`src/rtl/rf_pkg.sv`:
```
// Register-file write-back constants, source encoding and load-return entry type.
// Latency: n/a (declarations only).
// Backpressure: n/a.
package rf_pkg;

    localparam int ADDR_W     = 5;   // register pointer width
    localparam int DATA_W     = 8;   // register data width
    localparam int NUM_REGS   = 16;  // scoreboard entries; higher pointers never go pending
    localparam int LD_DEPTH   = 2;   // load-return FIFO depth, power of 2, at least 2
    localparam int STARVE_MAX = 3;   // ALU losses tolerated before the ALU is forced to win

    localparam logic [ADDR_W-1:0] OVF_REG = ADDR_W'(8);

    // Which writer owns the rf write port this cycle
    typedef enum logic [1:0] {
        WB_NONE = 2'd0,
        WB_LD   = 2'd1,
        WB_ALU  = 2'd2,
        WB_OVF  = 2'd3
    } wb_src_e;

    // One returning load: destination and data
    typedef struct packed {
        logic [ADDR_W-1:0] ptr;
        logic [DATA_W-1:0] data;
    } ld_entry_t;

    // Overflow flag widened to a register word (bit 0 carries the flag)
    function automatic logic [DATA_W-1:0] ovf_word(input logic b);
        return {{(DATA_W-1){1'b0}}, b};
    endfunction

endpackage

```
`src/rtl/rf_ld_fifo.sv`:
```
// Small generic FIFO holding returning loads until they win the rf write port.
// Latency: a pushed entry appears at the head the cycle after the push edge.
// Backpressure: none upstream; a push while full is accepted only if a pop happens the same cycle.
module rf_ld_fifo #(
    parameter int DEPTH = 2,
    parameter int W     = 8
) (
    input  logic         clk,
    input  logic         reset,
    input  logic         push,
    input  logic [W-1:0] push_dat,
    input  logic         pop,
    output logic [W-1:0] pop_dat,
    output logic         full,
    output logic         empty
);

    localparam int AW = $clog2(DEPTH);

    logic [W-1:0]  mem [DEPTH];
    logic [AW-1:0] wr_ptr;
    logic [AW-1:0] rd_ptr;
    logic [AW:0]   count;
    logic          do_push;
    logic          do_pop;

    // A pop frees the slot being written, so push-when-full is fine if a pop coincides
    assign do_pop  = pop && !empty;
    assign do_push = push && (!full || do_pop);

    assign full    = (count == (AW+1)'(DEPTH));
    assign empty   = (count == '0);
    assign pop_dat = mem[rd_ptr];

    // Pointer and occupancy bookkeeping
    always_ff @(posedge clk) begin
        if (reset) begin
            wr_ptr <= '0;
            rd_ptr <= '0;
            count  <= '0;
        end else begin
            if (do_push) wr_ptr <= wr_ptr + 1'b1;
            if (do_pop)  rd_ptr <= rd_ptr + 1'b1;
            case ({do_push, do_pop})
                2'b10:   count <= count + 1'b1;
                2'b01:   count <= count - 1'b1;
                default: count <= count;
            endcase
        end
    end

    // Storage: contents are meaningless while empty, so no reset needed
    always_ff @(posedge clk) begin
        if (do_push) mem[wr_ptr] <= push_dat;
    end

endmodule

```
`src/rtl/rf_wb_scheduler.sv`:
```
// Arbitrates load returns, ALU results and the overflow flag onto the single rf write port; tracks pending loads.
// Latency: grant and rf write are combinational in the request cycle; load returns wait one cycle in the FIFO.
// Backpressure: ALU via alu_ready; loads have none (dropped with sticky ld_err when the FIFO is full).
module rf_wb_scheduler
    import rf_pkg::*;
(
    input  logic              clk,
    input  logic              reset,
    input  logic              alu_valid,
    output logic              alu_ready,
    input  logic [ADDR_W-1:0] alu_ptr,
    input  logic [DATA_W-1:0] alu_data,
    input  logic              ld_issue,
    input  logic [ADDR_W-1:0] ld_issue_ptr,
    input  logic              ld_valid,
    input  logic [ADDR_W-1:0] ld_ptr,
    input  logic [DATA_W-1:0] ld_data,
    output logic              ld_full,
    output logic              ld_err,
    input  logic              ovf_valid,
    input  logic              ovf_bit,
    input  logic [ADDR_W-1:0] rd_ptr_a,
    input  logic [DATA_W-1:0] rd_ptr_b,
    input  logic              rd_const,
    output logic              hazard,
    output logic              rf_we,
    output logic [ADDR_W-1:0] rf_ptr_w,
    output logic [DATA_W-1:0] rf_di
);

    localparam int IDX_W = $clog2(NUM_REGS);
    localparam int SC_W  = $clog2(STARVE_MAX + 1);
    localparam logic [SC_W-1:0] SC_MAX = SC_W'(STARVE_MAX);

    wb_src_e           wb_src;
    logic [ADDR_W-1:0] wb_ptr;
    logic [DATA_W-1:0] wb_data;

    ld_entry_t         ld_in;
    ld_entry_t         ld_head;
    logic              ld_empty;
    logic              ld_pop;
    logic              ld_drop;

    logic [SC_W-1:0]     starve_cnt;
    logic                force_alu;
    logic                ovf_pend;
    logic                ovf_bit_q;
    logic [NUM_REGS-1:0] pending;
    logic [NUM_REGS-1:0] pending_nxt;
    logic                hz_a;
    logic                hz_b;
    logic [ADDR_W-1:0]   rd_b_ptr;
    logic                rd_b_unused;

    // Register 0 and pointers beyond the scoreboard never carry a pending load
    function automatic logic in_sb(input logic [ADDR_W-1:0] p);
        return (p != '0) && (int'(p) < NUM_REGS);
    endfunction

    assign ld_in.ptr  = ld_ptr;
    assign ld_in.data = ld_data;

    rf_ld_fifo #(
        .DEPTH (LD_DEPTH),
        .W     ($bits(ld_entry_t))
    ) u_ld_fifo (
        .clk      (clk),
        .reset    (reset),
        .push     (ld_valid),
        .push_dat (ld_in),
        .pop      (ld_pop),
        .pop_dat  (ld_head),
        .full     (ld_full),
        .empty    (ld_empty)
    );

    assign force_alu = alu_valid && (starve_cnt == SC_MAX);

    // Pick the single writer: forced ALU, else FIFO head, else ALU, else overflow; nobody during reset
    always_comb begin
        wb_src = WB_NONE;
        if (!reset) begin
            if (force_alu)          wb_src = WB_ALU;
            else if (!ld_empty)     wb_src = WB_LD;
            else if (alu_valid)     wb_src = WB_ALU;
            else if (ovf_pend)      wb_src = WB_OVF;
        end
    end

    // Route the winner onto the write port
    always_comb begin
        wb_ptr  = '0;
        wb_data = '0;
        case (wb_src)
            WB_LD: begin
                wb_ptr  = ld_head.ptr;
                wb_data = ld_head.data;
            end
            WB_ALU: begin
                wb_ptr  = alu_ptr;
                wb_data = alu_data;
            end
            WB_OVF: begin
                wb_ptr  = OVF_REG;
                wb_data = ovf_word(ovf_bit_q);
            end
            default: begin
                wb_ptr  = '0;
                wb_data = '0;
            end
        endcase
    end

    // A grant to register 0 is still consumed, but never reaches the rf
    assign rf_we     = (wb_src != WB_NONE) && (wb_ptr != '0);
    assign rf_ptr_w  = wb_ptr;
    assign rf_di     = wb_data;
    assign alu_ready = (wb_src == WB_ALU);
    assign ld_pop    = (wb_src == WB_LD);
    assign ld_drop   = ld_valid && ld_full && !ld_pop;

    // Count consecutive ALU losses, saturating; any win or idle ALU restarts it
    always_ff @(posedge clk) begin
        if (reset) begin
            starve_cnt <= '0;
        end else if (!alu_valid || alu_ready) begin
            starve_cnt <= '0;
        end else if (starve_cnt != SC_MAX) begin
            starve_cnt <= starve_cnt + 1'b1;
        end
    end

    // Hold the latest overflow bit until written; a new one in the grant cycle stays pending
    always_ff @(posedge clk) begin
        if (reset) begin
            ovf_pend  <= 1'b0;
            ovf_bit_q <= 1'b0;
        end else if (ovf_valid) begin
            ovf_pend  <= 1'b1;
            ovf_bit_q <= ovf_bit;
        end else if (wb_src == WB_OVF) begin
            ovf_pend  <= 1'b0;
        end
    end

    // Sticky record that a load return was lost
    always_ff @(posedge clk) begin
        if (reset) begin
            ld_err <= 1'b0;
        end else if (ld_drop) begin
            ld_err <= 1'b1;
        end
    end

    // Scoreboard update: retire the written load, then mark the newly issued one (younger load wins)
    always_comb begin
        pending_nxt = pending;
        if (ld_pop && in_sb(ld_head.ptr)) begin
            pending_nxt[ld_head.ptr[IDX_W-1:0]] = 1'b0;
        end
        if (ld_issue && in_sb(ld_issue_ptr)) begin
            pending_nxt[ld_issue_ptr[IDX_W-1:0]] = 1'b1;
        end
    end

    // Scoreboard state
    always_ff @(posedge clk) begin
        if (reset) begin
            pending <= '0;
        end else begin
            pending <= pending_nxt;
        end
    end

    // Operand B carries a pointer only in its low bits; the rest is a constant payload
    assign rd_b_ptr    = rd_ptr_b[ADDR_W-1:0];
    assign rd_b_unused = ^rd_ptr_b[DATA_W-1:ADDR_W];

    // Stall decode while either source register waits on a load
    always_comb begin
        hz_a = in_sb(rd_ptr_a) && pending[rd_ptr_a[IDX_W-1:0]];
        hz_b = !rd_const && in_sb(rd_b_ptr) && pending[rd_b_ptr[IDX_W-1:0]];
    end

    assign hazard = hz_a || hz_b;

endmodule

```
`config.mk`:
```
export PLATFORM = sky130hd
export DESIGN_NAME = rf_wb_scheduler
export DESIGN_NICKNAME = d
export VERILOG_FILES = /design/src/rtl/rf_pkg.sv /design/src/rtl/rf_ld_fifo.sv /design/src/rtl/rf_wb_scheduler.sv
export SDC_FILE = /design/constraint.sdc
export NUM_CORES = 1
export LEC_CHECK = 0
export CAP_MARGIN = 20
export CELL_PAD_IN_SITES_DETAIL_PLACEMENT = 1
export CELL_PAD_IN_SITES_GLOBAL_PLACEMENT = 1
export CORE_MARGIN = 4
export CORE_UTILIZATION = 38
export DETAILED_ROUTE_END_ITERATION = 7
export PLACE_DENSITY_LB_ADDON = 0.2
export SETUP_SLACK_MARGIN = 0.3
export SLEW_MARGIN = 40
export SYNTH_ARGS = -nofsm -noshare
export SYNTH_HDL_FRONTEND = slang
export SYNTH_SLANG_ARGS = --single-unit
```
`constraint.sdc`:
```
create_clock -name clk -period 2.75 [get_ports clk]
set_clock_uncertainty 0.1 [all_clocks]
set_input_delay 0.4125 -clock clk [delete_from_list [all_inputs] [get_ports clk]]
set_output_delay 0.4125 -clock clk [all_outputs]
set_load 0.005 [all_outputs]
```
## After elaboration in Yosys (flattened, before gate mapping)

Memories as Yosys holds them, arrays and structs flattened. A register that Yosys moved wholly into a read port is not among the register bits.
Cells that the tools add are included.

| word-level totals | value |
|---|---|
| flip-flop bits (word level) | 25 |
| memory bits (writable) | 26 |
| bits of input ports | 52 |
| output and inout bits | 18 |
| logic and storage cells | 94 |
| memories kept | 1 |

Memory list:

| memory | words | width | read ports | clocked after memory_dff | write ports | RTL line | source |
|---|---|---|---|---|---|---|---|
| u_ld_fifo.mem | 2 | 13 | 1 | 1 | 1 | rf_ld_fifo.sv:20 | `logic [W-1:0] mem [DEPTH];` |

| operators by class | value |
|---|---|
| $add $sub $neg | 5 |
| $lt $le $gt $ge | 10 |
| equal/unequal tests | 8 |
| mux-type cells | 24 |
| bitwise logic cells | 3 |
| reductions and logical operators | 35 |

Operator list:

| operator | count |
|---|---|
| 16-bit 2-to-1 mux | 2 |
| 5-bit nonzero test | 5 |
| 8-bit one-hot mux with 3 select lines | 1 |
| 4-bit by 5-bit < comparator with 1-bit output (second input constant) | 4 |
| 5-bit < comparator (second input constant) | 4 |
| 1-bit logical AND | 17 |
| 16-bit AND | 1 |
| 16-bit inverter | 1 |
| 16-bit bitwise OR | 1 |
| 5-bit one-hot mux with 3 select lines | 1 |
| 2-bit == test (second input constant) | 5 |
| 1-bit 2-to-1 mux | 10 |
| 2-bit 2-to-1 mux | 5 |
| 1-bit binary-select mux with 4-bit select | 2 |
| 1-bit demux with 4-bit select | 2 |
| 4-bit by 1-bit greater-or-equal comparator with 1-bit output (second input constant) | 2 |
| 2-bit nonzero test | 3 |
| 1-bit zero test | 5 |
| 2-bit by 1-bit adder with 2-bit output (second input constant) | 2 |
| 2-bit by 1-bit == test with 1-bit output (second input constant) | 2 |
| 2-bit one-hot mux with 2 select lines | 1 |
| 1-bit logical OR | 3 |
| 1-bit adder (second input constant) | 2 |
| 2-bit zero test | 1 |
| 3 further kinds | 3 |

## Logic depth before layout (Yosys ltp)

| depth | value |
|---|---|
| word-level depth | 11 |
| mapped depth | 6 |
| gate-level depth less buffers | 5 |

## By module

A second synthesis with hierarchy kept.

| unflattened totals | value |
|---|---|
| cell total of the unflattened synthesis | 231 |
| area, all modules | 2587.5 µm² |

Modules (own cells, without submodules):

| module | instances | cells each | area each (µm²) | sequential area each (µm²) |
|---|---|---|---|---|
| rf_wb_scheduler | 1 | 161 | 1408.9 | 400.4 |
| rf_ld_fifo | 1 | 70 | 1178.6 | 880.8 |

## Least setup slack after synthesis

No wires, ideal clock.

| timing | value |
|---|---|
| kind | register to register |
| start | register starve_cnt[0] |
| end | memory u_ld_fifo.mem[0][0] (netlist bit) (enable) |
| setup time | 0.382 ns |
| arrival time | 1.435 ns |
| data required time | 2.268 ns |
| setup slack | 0.832 ns |
| stages on the path, launching flop included | 5 |
| path buffers | 0 |
| period minus slack after synthesis | 1.918 ns |
| cells stage by stage | dfxtp_1 > ha_1 > a21oi_1 > o21ai_1 > nor2_1 |

| on the way | value |
|---|---|
| cells in the longest elaborated chain, start to end | 10 |

Ends and longest elaborated chain:

| item | RTL line | source |
|---|---|---|
| from (decl) | rf_wb_scheduler.sv:45 | `logic [SC_W-1:0] starve_cnt;` |
| from (signal assigned) | rf_wb_scheduler.sv:130 | `starve_cnt <= starve_cnt + 1'b1;` |
| 2-bit == test | rf_wb_scheduler.sv:78 | `assign force_alu = alu_valid && (starve_cnt == SC_MAX);` |
| 1-bit logical AND | rf_wb_scheduler.sv:78 |  |
| 2-bit 2-to-1 mux | rf_wb_scheduler.sv:84 | `if (force_alu) wb_src = WB_ALU;` |
| 2-bit 2-to-1 mux | rf_wb_scheduler.sv:83 | `if (!reset) begin` |
| 2-bit by 1-bit == test with 1-bit output | rf_wb_scheduler.sv:120 | `assign ld_pop = (wb_src == WB_LD);` |
| 1-bit logical AND | rf_ld_fifo.sv:28 | `assign do_pop = pop && !empty;` |
| 1-bit logical OR | rf_ld_fifo.sv:29 | `assign do_push = push && (!full \|\| do_pop);` |
| 1-bit logical AND | rf_ld_fifo.sv:29 |  |
| 1-bit 2-to-1 mux | rf_ld_fifo.sv:54 | `if (do_push) mem[wr_ptr] <= push_dat;` |
| 1-bit 2-to-1 mux (implied by the code) | rf_ld_fifo.sv:54 |  |
| to (decl) | rf_ld_fifo.sv:20 |  |

No other way between the ends.

## Final worst setup path

| timing | value |
|---|---|
| start | input alu_valid |
| end | output alu_ready |

| on the way | value |
|---|---|
| cells in the longest elaborated chain, start to end | 5 |
| elaborated cells between the ends (all ways) | 6 |
| classes of those cells | eq/ne (1); mux (4); reduce/logical (1) |

Ends and longest elaborated chain:

| item | RTL line | source |
|---|---|---|
| from (decl) | rf_wb_scheduler.sv:9 | `input logic alu_valid,` |
| 2-bit 2-to-1 mux | rf_wb_scheduler.sv:86 | `else if (alu_valid) wb_src = WB_ALU;` |
| 2-bit 2-to-1 mux | rf_wb_scheduler.sv:85 | `else if (!ld_empty) wb_src = WB_LD;` |
| 2-bit 2-to-1 mux * | rf_wb_scheduler.sv:84 |  |
| 2-bit 2-to-1 mux * | rf_wb_scheduler.sv:83 |  |
| 2-bit == test * | rf_wb_scheduler.sv:119 | `assign alu_ready = (wb_src == WB_ALU);` |
| to (decl) | rf_wb_scheduler.sv:10 | `output logic alu_ready,` |

Every way passes the cells marked *; elsewhere a longest branch is shown, timed or not.

==> results.md <==
* Seq cells post-synth at 51
* CP Data Arrival Time at around 1.9 ns
* Post-layout min period at 2.39 ns
* Max Slew Vio Count at 0
* Vias/cell at 5.35
* H-tree depth at 2
* Asr flop ratio synth at 0
* N_diodes at 0
* Die X at 93.4 microns
* Post-route ant nets at 0
* Routed vias at 2366
* Die ar. at around 8700 sq um
* Initial antenna violation count at 0
* Worst min path class: flip-flop to flip-flop
* Critical-path top delay cell: clkdlybuf4s50_1
* Drt initial violations at between 70 and 80
* Ys flop type: edfxtp_1
* CP peak stage delay at 0.49 ns
* Area grow syn2layout at 41.8%
* Status: finished, final reports clean
* Vias in the first global route at 2476
* Max_slew headroom at 0.567
* CP Depth at 7
* Setup violators final at 0
* Syn_nets at 308
* Post-Syn Area at 2770 sq um
* Critical Path End: alu_ready
* Clock transition at path regs at 0.10 ns
* RSZ-0062 raised after global routing: true
* Synth top area share at 0.282
* Crit path cell chain: dlygate4sd2_1, buf_6, nand2b_4, o21ba_4, buf_4, buf_12, clkdlybuf4s50_1
* EDFF count, synth at 26
* Critical Path Source: alu_valid
* Period utilization at 0.869
* WL/cell at 17.8 microns
* Total congestion overflow at 0
* Synth warn at 0
* Final #Nets at 398
* Startpoint Class: primary input
* Clk buf depth at 2
* Reg-to-reg setup timing slack at just under 0.7 ns
* Worst path top cell family by delay: buffers and inverters
* All-layer global routing usage at 0.178
* TritonCTS clock tree: built
* Core Region at 6940 sq um
* Insertion delay to the later sink of the worst-skew pair at about 0.32 ns
* Largest net degree at the start of global routing at 21
* Largest area contributor in the synthesized netlist: edfxtp_1
* Std cell rows at 30
* Initial Util at 0.399
* Fmax at 0.418 GHz
* Min-delay src: starve_cnt[0]$_SDFFE_PP0P_
* Crit path max fanout at 8
* DRC Markers at 0
* Max cap viols at 0
* Layout cells sized above 1 at 0.240
* Final count of hold timing violations at 0
* I/O Buffers at 66
* Max rail drop VDD at 0.288 mV
* Reg-to-reg endpoint: pending[6]$_SDFF_PP0_
* Reg2reg path depth at 7
* Crit path kind: primary input to output port
* DP HPWL at 5.73 mm
* Worst setup EP type: output port
* Num CTS Buffers at 5
* Pre-antenna DRT Iters at 4
* Die height at 93.4 microns
* Pwr Density at roughly 450 nW/um^2
* Total power at 0.00178 W
* Seq/Total Area, Yosys at 0.463
* Finished Core Util at 0.565
* Most common cell after layout, fill and taps aside: clkdlybuf4s50_1
* Tightest Pin Transition at 0.648 ns
* Worst path required time at 2.24 ns
* Worst setup margin at 0.360 ns
* Mapped Avg Cell Area at 10.9 sq um
* Top post-synthesis cells by area: edfxtp_1 28%, dfxtp_1 18%, mux2i_1 8.0%, a32o_1 5.1%, nand4_1 2.5%
* Commonest non-fill, non-tap cells in the layout: 46 x clkdlybuf4s50_1, 27 x buf_4, 26 x edfxtp_1
* Leakage at between 1 and 1.5 nW
* Synth Instances at 255
* First-pass GRT wire length at 12.2 mm
* Pre-CTS setup slack at -0.0691 ns
* Routed WL at 7.86 mm
* IO Count at 70
* RePlAce Congestion at 0.806
* CTS Sinks at 51
* Buffers and inverters on the worst path at 5
* Unique masters post-synth at 54
* Clock root cell: clkbuf_8
==> worst min-delay path by stage <==
stage,slack (ns),depth (start not counted),endpoint
5_1_grt,0.36,1,starve_cnt[0]$_SDFFE_PP0P_
2_1_floorplan,0.31,1,starve_cnt[0]$_SDFFE_PP0P_
3_3_place_gp,0.31,1,starve_cnt[0]$_SDFFE_PP0P_
4_1_cts,0.35,1,starve_cnt[0]$_SDFFE_PP0P_
6_report,0.34,1,starve_cnt[0]$_SDFFE_PP0P_
3_5_place_dp,0.33,1,starve_cnt[0]$_SDFFE_PP0P_
==> timing repair <==
action / in CTS / in global routing
hold buffers: 0 / 0
pin swaps: 4 / 8
setup buffers: 5 / 6
resized for setup: 40 / 29
setup endpoints to repair: 16 / 8
hold endpoints to repair: 0 / 0
==> routing by layer <==
layer  part of all wire  GRT usage
met4              0.018     0.0513
met5                  0          0
met2               0.51      0.320
met3              0.042     0.0386
met1               0.43      0.212
==> metrics by stage <==
step	instances	area [sq um]	setup TNS [ns]	hold WS, ns
3_3_place_gp	423	3620	-0.294	0.314
5_1_grt	442	3930	0	0.361
6_report	442	3930	0	0.342
3_5_place_dp	423	3620	-0.458	0.327
4_1_cts	436	3800	0	0.349
2_1_floorplan	255	2770	0	0.306
==> flip-flops by register name (all words and copies together), names as in the netlist, named ones only <==
signal / flops
u_ld_fifo.count: 2
ovf_pend: 1
starve_cnt: 2
u_ld_fifo.mem: 26
ld_err: 1
u_ld_fifo.rd_ptr: 1
pending: 15
u_ld_fifo.wr_ptr: 1
ovf_bit_q: 1
==> where the power goes <==
part           total [W]  internal (W)  leakage [nW]  switching, W
combinational   0.000457      0.000252         0.997      0.000205
clock           0.000450      0.000184        0.0489      0.000266
sequential      0.000875      0.000839         0.451     0.0000356
total            0.00178       0.00128          1.50      0.000506
==> cells by family after synthesis <==
kind of cell | Yosys count | synth area share
buf+inv | 31 | 0.0583
flops | 51 | 0.463
fa+ha+maj | 1 | 0.00452
mux | 27 | 0.116
simple gates | 83 | 0.171
xor+xnor | 3 | 0.00949
compound gates | 59 | 0.178
==> cell type report <==
cell class / count / area (sq um)
fillers: 748 / 3020
multi-input cells: 173 / 1460
flip-flops and latches: 51 / 1300
repair buffers: 98 / 897
well taps: 96 / 120
clock buffers: 5 / 68.8
inverters: 16 / 60.1
clock inverters: 3 / 22.5
==> cell usage after synthesis, types with 3 or more instances <==
| cell type | count |
|---|---|
| clkbuf_1 | 3 |
| mux2i_1 | 22 |
| buf_2 | 6 |
| buf_6 | 4 |
| nand3_1 | 8 |
| a32o_1 | 14 |
| nand2b_1 | 9 |
| and3_1 | 3 |
| nor3b_1 | 3 |
| dfxtp_1 | 25 |
| mux4_2 | 3 |
| o2111ai_1 | 4 |
| nand2_1 | 13 |
| xnor2_1 | 3 |
| nor2_1 | 14 |
| nor2b_1 | 6 |
| o21ai_1 | 9 |
| nor3_1 | 4 |
| o21ai_0 | 4 |
| edfxtp_1 | 26 |
| inv_1 | 15 |
| a21oi_1 | 6 |
| o32ai_1 | 3 |
| nand4_1 | 11 |
| a2bb2oi_1 | 3 |
No activity file was read; power rests on OpenSTA's default activity.
